## src/rtl/pipeline_hazard_sequencer_pkg.sv

```systemverilog
// Shared definitions for the pipeline stall/flush sequencer: sequencer state
// encoding, default register-index width and the hard-wired zero register.
package pipeline_hazard_sequencer_pkg;

   localparam int DEFAULT_REG_ADDR_W = 5;
   localparam int X0_IDX             = 0;

   typedef enum logic [1:0] {
      ST_IDLE     = 2'd0,
      ST_RUN      = 2'd1,
      ST_MEM_WAIT = 2'd2,
      ST_ERR      = 2'd3
   } state_e;

endpackage

```

## src/rtl/pipeline_hazard_sequencer_load_use_detect.sv

```systemverilog
// Load-use hazard detection: the load in EX writes a register that the
// instruction in ID reads, so ID must wait one cycle for the loaded value.
module hazard_load_use_detect
   import pipeline_hazard_sequencer_pkg::*;
#(
   parameter int REG_ADDR_W = DEFAULT_REG_ADDR_W
) (
   input  logic                  idex_memread,
   input  logic [REG_ADDR_W-1:0] idex_rd,
   input  logic [REG_ADDR_W-1:0] ifid_rs1,
   input  logic [REG_ADDR_W-1:0] ifid_rs2,
   input  logic                  ifid_uses_rs2,
   output logic                  load_use
);

   logic rd_is_x0;
   logic rs1_hit;
   logic rs2_hit;

   // x0 is never written, so a load targeting it creates no dependency.
   assign rd_is_x0 = (idex_rd == REG_ADDR_W'(X0_IDX));
   assign rs1_hit  = (idex_rd == ifid_rs1);
   assign rs2_hit  = ifid_uses_rs2 && (idex_rd == ifid_rs2);
   assign load_use = idex_memread && !rd_is_x0 && (rs1_hit || rs2_hit);

endmodule

```

## src/rtl/pipeline_hazard_sequencer.sv

```systemverilog
// Central stall/flush sequencer for the 5-stage pipeline: hazard response is
// combinational from state and inputs; statistics and the timeout flag are registered.
module pipeline_hazard_sequencer
   import pipeline_hazard_sequencer_pkg::*;
#(
   parameter int REG_ADDR_W  = DEFAULT_REG_ADDR_W,
   parameter int MEM_TIMEOUT = 16,
   parameter int CNT_W       = 16
) (
   input  logic                  clk_i,
   input  logic                  rst_i,
   input  logic                  start_i,
   input  logic                  idex_memread_i,
   input  logic [REG_ADDR_W-1:0] idex_rd_i,
   input  logic [REG_ADDR_W-1:0] ifid_rs1_i,
   input  logic [REG_ADDR_W-1:0] ifid_rs2_i,
   input  logic                  ifid_uses_rs2_i,
   input  logic                  branch_taken_i,
   input  logic                  mem_req_i,
   input  logic                  mem_ack_i,
   output logic                  pc_write_o,
   output logic                  ifid_write_o,
   output logic                  noop_o,
   output logic                  ifid_flush_o,
   output logic                  backend_hold_o,
   output logic                  mem_err_o,
   output logic [CNT_W-1:0]      stall_cnt_o,
   output logic [CNT_W-1:0]      flush_cnt_o,
   output state_e                state_o
);

   localparam int WAIT_W = $clog2(MEM_TIMEOUT + 1);

   state_e              state_q;
   logic [WAIT_W-1:0]   wait_q;
   logic                load_use;
   logic                mem_stall;
   logic                lu_stall;
   logic                br_flush;

   hazard_load_use_detect #(
      .REG_ADDR_W(REG_ADDR_W)
   ) u_load_use (
      .idex_memread (idex_memread_i),
      .idex_rd      (idex_rd_i),
      .ifid_rs1     (ifid_rs1_i),
      .ifid_rs2     (ifid_rs2_i),
      .ifid_uses_rs2(ifid_uses_rs2_i),
      .load_use     (load_use)
   );

   // Memory handshake: mem_req_i marks an access in MEM; the access completes
   // in the cycle mem_ack_i is high. Req with ack in the same cycle is zero-wait.
   always_comb begin
      pc_write_o     = 1'b0;
      ifid_write_o   = 1'b0;
      noop_o         = 1'b0;
      ifid_flush_o   = 1'b0;
      backend_hold_o = 1'b0;
      mem_stall      = 1'b0;
      lu_stall       = 1'b0;
      br_flush       = 1'b0;
      case (state_q)
         ST_IDLE: noop_o = 1'b1;
         ST_RUN: begin
            if (mem_req_i && !mem_ack_i) begin
               backend_hold_o = 1'b1;
               mem_stall      = 1'b1;
            end else if (load_use) begin
               // A same-cycle branch is dropped; it re-resolves after the bubble.
               noop_o   = 1'b1;
               lu_stall = 1'b1;
            end else if (branch_taken_i) begin
               pc_write_o   = 1'b1;
               ifid_write_o = 1'b1;
               ifid_flush_o = 1'b1;
               br_flush     = 1'b1;
            end else begin
               pc_write_o   = 1'b1;
               ifid_write_o = 1'b1;
            end
         end
         ST_MEM_WAIT: backend_hold_o = 1'b1;
         ST_ERR: begin
            backend_hold_o = 1'b1;
            noop_o         = 1'b1;
         end
         default: noop_o = 1'b1;
      endcase
   end

   always_ff @(posedge clk_i or negedge rst_i) begin
      if (!rst_i) begin
         state_q     <= ST_IDLE;
         wait_q      <= '0;
         mem_err_o   <= 1'b0;
         stall_cnt_o <= '0;
         flush_cnt_o <= '0;
      end else begin
         case (state_q)
            ST_IDLE: begin
               if (start_i) state_q <= ST_RUN;
            end
            ST_RUN: begin
               if (mem_stall) begin
                  state_q <= ST_MEM_WAIT;
                  wait_q  <= WAIT_W'(1);
               end
            end
            ST_MEM_WAIT: begin
               if (mem_ack_i) begin
                  state_q <= ST_RUN;
                  wait_q  <= '0;
               end else begin
                  wait_q <= wait_q + WAIT_W'(1);
                  if (wait_q >= WAIT_W'(MEM_TIMEOUT - 1)) begin
                     state_q   <= ST_ERR;
                     mem_err_o <= 1'b1;
                  end
               end
            end
            ST_ERR: mem_err_o <= 1'b1;
            default: state_q <= ST_IDLE;
         endcase

         // Statistics saturate rather than wrap.
         if ((mem_stall || lu_stall || state_q == ST_MEM_WAIT) && (stall_cnt_o != '1))
            stall_cnt_o <= stall_cnt_o + CNT_W'(1);
         if (br_flush && (flush_cnt_o != '1))
            flush_cnt_o <= flush_cnt_o + CNT_W'(1);
      end
   end

   assign state_o = state_q;

endmodule

```

## config.mk

```make
export PLATFORM = sky130hd
export DESIGN_NAME = pipeline_hazard_sequencer
export DESIGN_NICKNAME = d
export VERILOG_FILES = /design/src/rtl/pipeline_hazard_sequencer_pkg.sv /design/src/rtl/pipeline_hazard_sequencer_load_use_detect.sv /design/src/rtl/pipeline_hazard_sequencer.sv
export SDC_FILE = /design/constraint.sdc
export NUM_CORES = 1
export LEC_CHECK = 0
export CORE_MARGIN = 3
export CORE_UTILIZATION = 45
export DETAILED_ROUTE_END_ITERATION = 6
export GPL_TIMING_DRIVEN = 0
export PLACE_DENSITY = 0.78
export SYNTH_ARGS = -nofsm -noshare
export SYNTH_HDL_FRONTEND = slang
export SYNTH_SLANG_ARGS = --single-unit
```

## constraint.sdc

```tcl
create_clock -name clk_i -period 4.6 [get_ports clk_i]
set_input_delay 1.15 -clock clk_i [delete_from_list [all_inputs] [get_ports clk_i]]
set_output_delay 1.15 -clock clk_i [all_outputs]
set_load 0.02 [all_outputs]
```

==> impl_results.md, run 1 <==
* Final setup fails at 0
* I/O Buffers at 62
* Clock Latency Late Sink at 0.29 ns
* Antenna violations before repair at 0
* Uppermost routed layer: met4
* CTS H-tree depth at 2
* Max_slew headroom at 42.37%
* CP Data Required Time at 3.45 ns
* Cell Pwr Density at 434.5 mW/mm^2
* GRT Overall Usage at 16.86%
* Largest area contributor in the netlist: dfrtp_1
* DRT Wirelength at 4679 um
* Worst slew pin tran at 0.8645 ns
* Slew Viols, Final at 0
* Mapped cell area at 0.002266 mm^2
* Starting Density at 47.35%
* Status: completed
* Layout cells sized above 1 at 5.724%
* Largest net degree at the start of global routing at 41
* CTS Buf Count at 5
* Worst Setup Path Type: in2out
* Library cells used by synthesis at 39
* Die W at 76.96 um
* Synth Area in Compound Gates at 7.841%
* Die height at 76.96 um
* Seq pwr share at 36.2%
* Die area at 0.005923 mm^2
* DP Wirelength at 3605 um
* Most frequent cells in the layout: clkdlybuf4s50_1 (57), dfrtp_1 (40), xnor2_1 (28)
* Vias at 1893
* Flops & latches, synth at 40
* Share of the synthesized area in the top cell type at 44.17%
* Total core area at 0.004786 mm^2
* Hold slack at 0.4797 ns
* Row count at 25
* Pre-CTS setup slack at -0.2331 ns
* RD Place Congestion at 0.8555
* Routed Antenna Nets at 0
* Reg2reg path depth at 7
* Sw Ratio at 36.39%
* Final hold violations at 0
* Clock transition at path regs at 0.08 ns
* HP Class: reg2reg
* Met1 wire length at 2156 um
* Syn_nets at 261
* Post-synth EDFFs at 0
* Tcrit/Tclk final at 96.96%
* Sink Count at 40
* Setup Skew at 0.001955 ns
* Cell internal pwr at 860.1 uW
* Initial DRC count at 42
* # diodes at 0
* Most common cell after layout, fill and taps aside: clkdlybuf4s50_1
* Simple-gate portion of the synthesized area at 21.54%
* CTS root buf: clkbuf_8
* FILL cells at 417
* Synth top area cells: dfrtp_1 (44%), xnor2_1 (11%), ha_1 (6.1%)
* CP max FO at 11
* Asr flop ratio synth at 100.0%
* Power share of the combinational group at 40.6%
* Register area share after synthesis at 44.17%
* Syn avg cell area at 9.982 um^2
* NumNets Final at 330
* Fin area at 0.003112 mm^2
* Wire per inst at 12.85 um
* GRT Residual Overflow at 0
* CP endpoint kind: output pin
* Total power at 1.352 mW
* Yosys warning count at 0
* Fmax at 224.2 MHz
* Worst hold path depth at 2
* CTS max path bufs at 2
* Vias in the first global route at 1821
* Sw power at 492.0 uW
* Area grow syn2layout at 37.33%
* Worst setup margin at 0.1397 ns
* Post-place instance area at 0.002965 mm^2
* Final worst path period need at 4.460 ns
* Worst path arrival time at 3.31 ns
* Drt first pass iters at 4
* DR DRC count at 0
* Top-Level Pins at 63
* Cells after Synth at 227
* First-pass GRT wire length at 8135 um
* Synth Area in Adders at 6.074%
* Finished Core Util at 65.02%
* Post-Synth XOR/XNOR Area at 15.46%
* Leak at 1.359 nW
* Maximum vdd drop at 239.8 uV
* Clock group share of total power at 23.2%
* Mux share of post-synthesis cell area at 1.436%
* CP startpoint kind: input pin
* Max Cap Viol at 0
* Met3 WL post-DR at 267 um
* RSZ-0062 raised after global routing: false
* WL met2 at 2181 um
* Main combinational cell family by area after synthesis: simple AND/OR/NAND/NOR gates
* Ys flop type: dfrtp_1
* Vias per std cell at 5.201
* Setup Fix Bufs, Post-CTS at 0
* TritonCTS clock tree: done
## cells in the mapped netlist, types with 4 or more instances
| cell | count |
|---|---|
| xnor2_1 | 28 |
| inv_1 | 9 |
| nand2_1 | 17 |
| dfrtp_1 | 40 |
| clkbuf_1 | 6 |
| and3_1 | 19 |
| o21ai_0 | 8 |
| nor3_1 | 4 |
| nand4_1 | 10 |
| ha_1 | 11 |
| nor2b_1 | 4 |
| nor2_1 | 11 |
| xor2_1 | 12 |
| nand3_1 | 15 |
## flip-flops by register name, summed over array words and instances, names as in the netlist
name,cells
state_o,2
mem_err_o,1
wait_q,5
flush_cnt_o,16
stall_cnt_o,16
## worst paths after layout
| kind | start | endpoint | slack (ns) |
|---|---|---|---|
| hold reg to reg | mem_err_o | mem_err_o | 0.48 |
| max in group asynchronous | rst_i | flush_cnt_o[2] | 3.09 |
| setup / recovery | idex_rd_i[1] | ifid_flush_o | 0.14 |
| setup reg to reg | flush_cnt_o[0] | flush_cnt_o[12] | 2.46 |
| min in group asynchronous | rst_i | stall_cnt_o[1] | 0.97 |
| hold / removal | mem_err_o | mem_err_o | 0.48 |
## layout make-up
cell class              count  area (um^2)  share of cell area [%]
repair buffers             62        610.6                   19.62
plain buffers               9        45.04                   1.448
clock buffers               7        96.34                   3.096
clock inverters             1        30.03                  0.9650
flip-flops and latches     40         1001                   32.17
multi-input cells         169         1211                   38.92
inverters                   9        33.78                   1.086
well taps                  67        83.83                   2.694
## layer usage
layer | track usage [%] | up-vias
met5 | 0 | -
met4 | 7.609 | 0
met3 | 3.756 | 7
met2 | 28.14 | 56
met1 | 20.73 | 903
li1 | - | 927
## cells by family (layout without fill, tap and decap cells)
group / after synthesis / in the layout
AND/OR/NAND/NOR: 91 / 91
flip-flops: 40 / 40
multiplexers: 3 / 3
buffers and inverters: 18 / 88
AO/OA/AOI/OAI: 24 / 24
XOR/XNOR: 40 / 40
adder cells (fa/ha/maj): 11 / 11
## power groups by stage
stage	logic, mW	registers, mW	clock network, mW
6_report	0.549	0.490	0.314
5_1_grt	0.603	0.502	0.334
4_1_cts	0.555	0.490	0.322
3_5_place_dp	0.563	0.497	0
3_3_place_gp	0.551	0.493	0
2_1_floorplan	0.271	0.546	0
## metrics by stage
stage	setup TNS (ns)	std cells
2_1_floorplan	0	227
5_1_grt	0	364
3_3_place_gp	-0.6446	356
3_5_place_dp	-0.6860	356
6_report	0	364
4_1_cts	0	364
## repair_timing
| action | 4_1_cts | 5_1_grt |
|---|---|---|
| hold buffers | 0 | 0 |
| setup endpoints to repair | 4 | 0 |
| resized for setup | 8 | 0 |
## worst max-delay path, stage by stage
cell and delay (ns):
clkdlybuf4s50_1 0.52, xor2_1 0.21, nor4_2 0.29, a32oi_2 0.21, o21a_1 0.27, buf_4 0.19
and2_1 0.16, dlygate4sd2_1 0.31
No activity file was read; power rests on OpenSTA's default activity.
==> inputs of run 2 (changes only) <==
CAP_MARGIN = 10   (was not set)
==> results of run 2 <==
No change in the layout: final DEF, timing and power equal those of run 1.
==> inputs of run 3 (changes only) <==
CAP_MARGIN = not set   (was 10)
CORE_MARGIN = not set   (was 3)
==> impl_results.md, run 3 (same netlist as run 1, synthesis figures left out) <==
* Status: completed
* Worst path arrival time at 3.29 ns
* Fmax at 225.2 MHz
* Die area at 0.005323 mm^2
* CTS max path bufs at 2
* CP Data Required Time at 3.45 ns
* Area grow syn2layout at 36.44%
* Resized Gates After CTS at 8
* NumNets Final at 330
* Total power at 1.318 mW
* Die height at 72.96 um
* Row count at 25
* CTS H-tree depth at 2
* HP Class: reg2reg
* Most frequent cells in the layout: clkdlybuf4s50_1 (57), dfrtp_1 (40), xnor2_1 (28)
* Layout Cells excl Fill at 364
* Met1 GRT Util at 23.89%
* Sink Count at 40
* Antenna violations before repair at 0
* Wire per inst at 12.59 um
* Cell internal pwr at 831.4 uW
* Layout cells sized above 1 at 5.724%
* Most common cell after layout, fill and taps aside: clkdlybuf4s50_1
* Slew Viols, Final at 0
* Cts hold-fix bufs at 0
* Setup Fix Bufs, Post-CTS at 0
* CTS root buf: clkbuf_8
* Final worst path period need at 4.440 ns
* Leak at 1.349 nW
* Fin area at 0.003092 mm^2
* Pre-CTS setup slack at -0.2227 ns
* Grt met2 use at 31.57%
* Top-Level Pins at 63
* Seq pwr share at 37.3%
* CP startpoint kind: input pin
* Critical-path cell list: clkdlybuf4s50_1, xor2_1, nor4_2, a32oi_2, o21a_1, buf_4, and2_1, dlygate4sd2_1
* Routed Antenna Nets at 0
* TritonCTS clock tree: done
* Drt first pass iters at 4
* Post-Place Cells at 356
* Largest net degree at the start of global routing at 41
* CP delay by family, top: buffers and inverters
* Starting Density at 47.35%
* Initial DRC count at 62
* FILL cells at 425
* Clock group share of total power at 21.2%
* GRT Overall Usage at 18.58%
* Cell Pwr Density at 426.3 mW/mm^2
* DP Wirelength at 3502 um
* M3 GR Usage at 4.420%
* Clock transition at path regs at 0.07 ns
* Worst R2R Start: stall_cnt_o[3]
* Buf+Inv Stages, Crit Path at 3
* Worst Setup Path Type: in2out
* CP max FO at 11
* Worst setup startpoint: idex_rd_i[1]
* Vias in the first global route at 1747
* Clock Latency Late Sink at 0.28 ns
* Crit-path slowest cell: clkdlybuf4s50_1
* Setup TNS at 0 ns
* Vias per std cell at 5.093
* Hold Crit Start: mem_err_o
* Busiest grt layer: met2
* CP endpoint kind: output pin
* Maximum vdd drop at 241.0 uV
* Worst setup margin at 0.1596 ns
* Setup Skew at 0.003866 ns
* Sw power at 486.6 uW
* Max_slew headroom at 41.99%
* DRT Wirelength at 4581 um
* Die W at 72.96 um
* CTS Buf Count at 5
* CP max stage delay at 0.51 ns
* RSZ-0062 raised after global routing: false
* Sw Ratio at 36.92%
* Total core area at 0.004786 mm^2
* Final hold violations at 0
* Final setup fails at 0
* Worst slew pin tran at 0.8702 ns
* Tcrit/Tclk final at 96.53%
* Vias at 1854
* I/O Buffers at 62
* Max Cap Viol at 0
* First-pass GRT wire length at 7686 um
* # diodes at 0
* Biggest regs: flush_cnt_o (16), stall_cnt_o (16), wait_q (5)
* Power share of the combinational group at 41.5%
* GRT Residual Overflow at 0
* RD Place Congestion at 0.7519
* Post-place instance area at 0.002965 mm^2
* DR DRC count at 0
==> run 3: cell types whose count changed in the layout (fill, tap and decap cells not counted), sizes merged <==
cell	change
buf	+1
clkbuf	-1
dlygate4sd2	-1
clkinv	+1
==> run 3: path summary, 6_finish.rpt <==
check                      slack [ns]  depth (start not counted)         endpoint
setup / recovery                 0.16                          8     ifid_flush_o
hold / removal                   0.49                          2        mem_err_o
setup reg to reg                 2.51                          7  stall_cnt_o[11]
hold reg to reg                  0.49                          2        mem_err_o
max in group asynchronous        3.08                          1   stall_cnt_o[3]
min in group asynchronous        0.98                          1       state_o[1]
==> run 3: worst reg2reg max path, cell delays in order (launching register included) <==
cell and delay [ns]:
dfrtp_1 0.46, nand4_1 0.20, nor3_1 0.38, and4_1 0.30, nand2_1 0.10, clkbuf_1 0.25, nand4_1 0.19, xnor2_1 0.14
==> run 3: layout make-up <==
class | count | area (um^2) | area share (%)
clock inverters | 2 | 35.03 | 1.133
well taps | 67 | 83.83 | 2.711
repair buffers | 62 | 609.3 | 19.71
flip-flops and latches | 40 | 1001 | 32.38
plain buffers | 9 | 45.04 | 1.457
inverters | 9 | 33.78 | 1.093
clock buffers | 6 | 72.57 | 2.347
multi-input cells | 169 | 1211 | 39.17
==> run 3: per-layer routing <==
| layer | vias to the layer above | share of wire [%] |
|---|---|---|
| met5 | - | 0 |
| met4 | 0 | 0.39 |
| met3 | 2 | 4.2 |
| met2 | 45 | 48 |
| met1 | 875 | 48 |
| li1 | 932 | - |
==> run 3: per-stage QoR <==
stage	utilization, %	hold WS, ns
5_1_grt	64.60	0.5131
3_3_place_gp	62.07	0.4644
3_5_place_dp	61.96	0.4633
6_report	64.60	0.4876
2_1_floorplan	-	0.4560
4_1_cts	64.60	0.4849
==> run 3: power groups by stage <==
| stage | registers, mW | logic [mW] | clock network [mW] |
|---|---|---|---|
| floorplan | 0.546 | 0.271 | 0 |
| global placement | 0.494 | 0.550 | 0 |
| detailed placement | 0.498 | 0.562 | 0 |
| CTS | 0.491 | 0.553 | 0.287 |
| global route | 0.502 | 0.607 | 0.300 |
| finish | 0.491 | 0.547 | 0.280 |
